[src/rtl/led_pattern_engine.sv]
// rtl/led_pattern_engine.sv - tick-driven LED pattern engine (shift/flash, optional ping-pong)
// Optional feature macro: LED_PATTERN_PINGPONG_EN enables the ping-pong (PP) mode.
module led_pattern_engine #(
   parameter int NB_LEDS = 4,
   parameter int NB_BTN  = 3
) (
   input  logic               clock,
   input  logic               i_reset,
   input  logic               i_valid,
   input  logic               i_enable,
   input  logic [NB_BTN-1:0]  i_btn,
   output logic [NB_LEDS-1:0] o_led,
   output logic [1:0]         o_state,
   output logic               o_dir
);

   typedef enum logic [1:0] {
      ST_SR = 2'b00,
      ST_FS = 2'b01,
      ST_PP = 2'b10
   } state_t;

   localparam logic [NB_LEDS-1:0] LED_LSB = {{(NB_LEDS-1){1'b0}}, 1'b1};
   localparam logic [NB_LEDS-1:0] LED_MSB = {1'b1, {(NB_LEDS-1){1'b0}}};

   state_t              state, state_next;
   logic [NB_LEDS-1:0]  led, led_next;
   logic                dir, dir_next;
   logic [NB_BTN-1:0]   btn_q;
   // Buttons already high during reset stay masked until seen low once,
   // so a button held across reset release never produces an edge.
   logic [NB_BTN-1:0]   stale;
   logic [NB_BTN-1:0]   edges;
   logic [NB_LEDS-1:0]  reload;

   assign edges  = i_btn & ~btn_q & ~stale;
   assign reload = dir ? LED_MSB : LED_LSB;

   // State register: mode, pattern, direction and button history
   always_ff @(posedge clock) begin
      if (i_reset) begin
         state <= ST_SR;
         led   <= LED_LSB;
         dir   <= 1'b0;
         btn_q <= '0;
         stale <= i_btn;
      end else begin
         state <= state_next;
         led   <= led_next;
         dir   <= dir_next;
         btn_q <= i_btn;
         stale <= stale & i_btn;
      end
   end

   // Next-state logic: highest-priority button edge wins, otherwise a tick advances
   always_comb begin
      state_next = state;
      led_next   = led;
      dir_next   = dir;
      if (i_enable) begin
         if (edges[0]) begin
`ifdef LED_PATTERN_PINGPONG_EN
            if (state == ST_SR) begin
               state_next = ST_PP;
            end else begin
               state_next = ST_SR;
               led_next   = reload;
            end
`else
            state_next = ST_SR;
            led_next   = reload;
`endif
         end else if (edges[1]) begin
            state_next = ST_FS;
            led_next   = '1;
         end else if (edges[2]) begin
            dir_next = ~dir;
         end else if (i_valid) begin
            case (state)
               ST_SR: begin
                  if (dir)
                     led_next = {led[0], led[NB_LEDS-1:1]};
                  else
                     led_next = {led[NB_LEDS-2:0], led[NB_LEDS-1]};
               end
               ST_FS: begin
                  led_next = ~led;
               end
`ifdef LED_PATTERN_PINGPONG_EN
               ST_PP: begin
                  if (!dir) begin
                     if (led[NB_LEDS-1]) begin
                        dir_next = 1'b1;
                        led_next = led >> 1;
                     end else begin
                        led_next = led << 1;
                     end
                  end else begin
                     if (led[0]) begin
                        dir_next = 1'b0;
                        led_next = led << 1;
                     end else begin
                        led_next = led >> 1;
                     end
                  end
               end
`endif
               default: begin
                  led_next = led;
               end
            endcase
         end
      end
   end

   // Outputs are driven straight from the registers
   always_comb begin
      o_led   = led;
      o_state = state;
      o_dir   = dir;
   end

endmodule

[config.mk]
export PLATFORM = sky130hd
export DESIGN_NAME = led_pattern_engine
export DESIGN_NICKNAME = d
export VERILOG_FILES = /design/src/rtl/led_pattern_engine.sv
export SDC_FILE = /design/constraint.sdc
export NUM_CORES = 1
export LEC_CHECK = 0
export ABC_AREA = 1
export CAP_MARGIN = 0
export CORE_AREA = 5 5 42 44
export CTS_CLUSTER_SIZE = 12
export DETAILED_ROUTE_END_ITERATION = 10
export DIE_AREA = 0 0 47 49
export PLACE_DENSITY = 0.81
export SETUP_SLACK_MARGIN = 0.1
export SKIP_CTS_REPAIR_TIMING = 1
export SYNTH_ARGS = -nofsm -noshare
export SYNTH_HDL_FRONTEND = slang
export SYNTH_SLANG_ARGS = --single-unit
[constraint.sdc]
create_clock -name clock -period 1.4 [get_ports clock]
set_input_delay 0.28 -clock clock [delete_from_list [all_inputs] [get_ports clock]]
set_output_delay 0.28 -clock clock [all_outputs]
set_load 0.02 [all_outputs]
* After elaboration in Yosys (flattened, before gate mapping)
Cells that the tools add are included.
** Word-level totals
- Register bits after elaboration :: 13
- Input port bits :: 7
- Output and inout port bits :: 7
- Logic and storage cells :: 33
** Operators by class
- Equal/unequal tests :: 2
- Mux-type cells :: 10
- Bitwise gates (word level) :: 9
- Reduce and logical (&&, ||, !) cells :: 7
** Operators by type and width (number)
- 4-bit two-way mux :: 6
- 3-bit bitwise AND :: 3
- 4-bit one-hot mux with 2 select lines :: 1
- 4-bit AND reduction :: 2
- 3-bit inverter :: 2
- 2-bit two-way mux :: 2
- 4-bit inverter :: 1
- 4-bit nonzero test :: 1
- 3-bit two-way mux :: 1
- 3-bit != test (second input constant) :: 1
- 1-bit inverter :: 3
- 3-bit nonzero test :: 1
- 2-bit by 1-bit == test with 1-bit output (second input constant) :: 1
- 2-bit zero test :: 1
- 2-bit AND reduction :: 1
- 2-bit nonzero test :: 1

* Depth between registers and ports, before layout
Gate-level depths: netlist (run 1).
- Depth in word-level cells :: 6
- Gate-level depth with buffers :: 9
- Depth with buffers taken out :: 9

* Least setup slack after synthesis (run 1)
No wires, ideal clock.
- Path type :: register to register
- Start :: reg dir (netlist: o_dir)
- End :: reg led[3] (netlist: o_led[3])
- Data arrival time :: 0.992 ns
- Data required time :: 1.289 ns
- Path slack :: 0.297 ns
- Cell stages (with the launch flop) :: 9
- Period minus slack after synthesis :: 1.103 ns
- Path through :: dfxtp_1 buf_6 inv_2 nand2_1 a21oi_1 nor2_1 nor2_1 nor2_1 nor2_1
** On the way
- Word-level cells in the longest chain between the ends :: 6
- Elaborated cells on any way between the ends :: 7
** RTL lines
- start: declaration :: line 28 : logic dir, dir_next;
- start signal: assignment :: line 50 : dir <= dir_next;
- 4-bit two-way mux :: line 82 : if (dir)
- 4-bit one-hot mux with 2 select lines :: line 80 : case (state)
- 4-bit two-way mux :: line 79 : end else if (i_valid) begin
- 4-bit two-way mux :: line 77 : end else if (edges[2]) begin
- 4-bit two-way mux :: line 74 : end else if (edges[1]) begin
- 4-bit two-way mux (*) :: line 62 : if (edges[0]) begin
- end signal: assignment :: line 49 : led <= led_next;
- end: declaration :: line 27 : logic [NB_LEDS-1:0] led, led_next;
Mark *: on every way between the ends. The rest lies on a longest branch, timed or not. The select of a mux whose other input is x is not followed.
A chain may end at the register's enable or synchronous reset.

* Final worst setup path (run 1)
- Start :: in i_btn[2]
- End :: reg led[1] (netlist: o_led[1])
** On the way
- Word-level cells in the longest chain between the ends :: 4
** RTL lines
- start: declaration :: line 11 : input logic [NB_BTN-1:0] i_btn,
- 3-bit bitwise AND (2 in series) :: line 36 : assign edges = i_btn & ~btn_q & ~stale;
- 3-bit != test (no source line)
- 4-bit AND reduction (no source line)
Every way passes these cells.

==> summary.md, run 1 <==
| Metric | Value |
|---|---|
| Total CTS buffers | 3 |
| Pwr/cell area | 1020 nW/um^2 |
| Worst Path Max Fanout | 5 |
| Yosys top cell by area | dfxtp_1 |
| Chip Height | 49 um |
| First-pass GRT wire length | 2.21 mm |
| Final TNS setup | 0 ns |
| DR WL/cell | 10.6 um |
| Clk pwr share | 0.307 |
| Overflow after GRT | 0 |
| Logic pwr share | 0.265 |
| Top delay family on crit path | simple AND/OR/NAND/NOR gates |
| Synth cell types | 16 |
| Via density | 4.64 |
| Worst setup startpoint | i_btn[2] |
| Worst-path cell chain | clkdlybuf4s50_1 > inv_1 > nor2_1 > nand2_1 > nand2_1 > nand2_4 > nand2_4 > nand2_1 > nand2_1 > nor2_1 |
| Row cnt | 14 |
| Pin count of the biggest net entering global routing | 9 |
| Critical path required time | 1.57 ns |
| CTS tree | yes |
| Gate Count Post-Synth | 94 |
| Setup Viol. Count Final | 0 |
| Final Critical Period | 1.21 ns |
| Final #Nets | 123 |
| Top-Level Pins | 14 |
| Post-synth top area share | 0.376 |
| Switching Power | 260 uW |
| DP HPWL | 1.02 mm |
| Gpl congestion | 0.814 |
| Port Buffers | 12 |
| Routed WL | 1.39 mm |
| Fmax | 825 MHz |
| Synth Warn # | 0 |
| DR vias | 608 |
| Min-delay src | i_btn[1] |
| Synth area leaders | dfxtp_1, nand2_1, inv_1, nor2_1, a21oi_1 |
| Clock-pin slew on the worst setup and hold paths | 0.08 ns |
| Syn Area/Cell | 6.80 sq um |
| Status | finished clean |
| Total Die Area | 2300 sq um |
| Reg power frac | 0.428 |
| Share of cells above drive strength 1 | 0.174 |
| Clock sink count | 12 |
| Internal power | 627 uW |
| Syn_nets | 101 |
| Core area | 1400 sq um |
| CP max stage cell | clkdlybuf4s50_1 |
| RR Startpoint | stale[1]$_DFF_P_ |
| DRC Markers | 0 |
| First-pass DRT Iterations | 4 |
| Clock Skew | 0.00520 ns |
| Area grow syn2layout | 36.2% |
| Sw Ratio | 0.293 |
| #FFs+latches synth | 12 |
| Worst Setup Start Kind | input port |
| H-tree depth | 1 |
| Most frequent CP cell | nand2_1 |
| Period utilisation layout | 0.866 |
| Worst Path Arrival | 1.38 ns |
| Final ANT Viol Nets | 0 |
| Hold Vio Cnt, Final | 0 |
| Worst hold path class | input port to register |
| Crit Path Class | input port to register |
| Max-cap violations | 0 |
| Worst-skew pair later-pin latency | 0.27 ns |
| Via count of the first global-routing pass | 543 |
| Register area share after synthesis | 0.376 |
| Setup ws final | 0.187 ns |
| Cells after DPL | 127 |
| Pre-CTS WS | -0.0952 ns |
| Critical path's largest stage delay | 0.45 ns |
| RSZ-0062 raised after global routing | true |
| Final Power | 887 uW |
| Initial Util | 0.456 |
| DR iter-0 viols | 14 |
| Deepest clock path buffer count | 2 |
| Non-Filler Instances | 131 |
| Total global-route track usage | 0.128 |
| Final Core Density | 0.621 |
| Syn Std Cell Area | 639 sq um |
| Final Max Tran Viols | 0 |
| Bufs and invs on worst path | 2 |
| Max VDD drop | 0.728 mV |
| Initial antenna violation count | 0 |
| Die Span X | 47 um |
| Root buffer selected by CTS | clkbuf_4 |
| Diode count | 0 |
| Pleak | 0.000509 uW |
| Crit. End Element | register |
[cell type report]
type	count	area (sq um)
Fill cell	126	531
Multi-Input combinational cell	62	314
Sequential cell	12	240
Timing Repair Buffer	19	190
Inverter	18	70.1
Clock buffer	4	36.3
Tap cell	16	20.0
[power groups by stage]
stage               Combinational [uW]  Clock (uW)  Sequential (uW)
global placement                   230           0              388
floorplan                          127           0              408
CTS                                235         274              381
detailed placement                 233           0              389
finish                             235         272              380
global route                       260         285              384
[flip-flops by register name, indices dropped and copies added, names as in the netlist]
register / count
o_led: 4
stale: 3
btn_q: 3
o_dir: 1
o_state: 1
[synthesized netlist by cell type, drive strengths merged]
master	n
a21oi	8
nand2	26
inv	18
buf	2
dfxtp	12
nor2	13
o21ai	3
conb	1
o211ai	1
nand3	9
nor3	1
[cell families after synthesis]
logic type / share of synthesized area
AO/OA/AOI/OAI: 0.0978
buffers and inverters: 0.139
flip-flops: 0.376
other: 0.00587
AND/OR/NAND/NOR: 0.382
[worst min-delay path, stage by stage]
cell and delay, ns:
dlymetal6s2s_1 0.16, inv_1 0.09, a21oi_1 0.04
[worst paths after layout]
check                                             end  slack, ns  depth (start not counted)
worst max-delay path            o_led[1]$_SDFFE_PP0P_       0.19                         10
worst max register to register  o_led[2]$_SDFFE_PP0P_       0.31                          8
worst min-delay path                 stale[1]$_DFF_P_       0.34                          3
worst min register to register       stale[2]$_DFF_P_       0.46                          2
[per-stage QoR]
step	hold slack (ns)	cell area, sq um
after detailed placement	0.449	813
after global routing	0.381	871
after floorplan	0.349	639
after CTS	0.461	850
final	0.343	871
after global placement	0.442	813
[routing by layer]
| layer | global-route usage | wire, um | vias up |
|---|---|---|---|
| met5 | 0 | 0 | - |
| met4 | 0.0553 | 12 | 0 |
| met3 | 0.0221 | 69 | 2 |
| met2 | 0.215 | 734 | 13 |
| met1 | 0.151 | 570 | 264 |
| li1 | - | - | 329 |
[placed cells by master (no fill, tap or decap)]
cell | netlist | routed
a21oi_1 | 8 | 7
a21oi_2 | 0 | 1
buf_4 | 1 | 7
clkbuf_4 | 0 | 3
clkbuf_8 | 0 | 1
clkdlybuf4s50_1 | 0 | 5
conb_1 | 1 | 1
dfxtp_1 | 12 | 12
dlymetal6s2s_1 | 0 | 7
inv_1 | 15 | 15
inv_2 | 2 | 2
inv_4 | 1 | 1
nand2_1 | 23 | 23
nand2_4 | 3 | 3
nand3_1 | 7 | 7
nand3_4 | 2 | 2
nor2_1 | 13 | 13
nor3_1 | 1 | 1
o211ai_1 | 1 | 1
o21ai_0 | 3 | 3
(Power assumes the default switching activity.)
==> run 2: changes to the inputs <==
- SLEW_MARGIN: unset -> 5
==> results of run 2 <==
The final DEF is identical to that of run 1; final timing and power are the same.
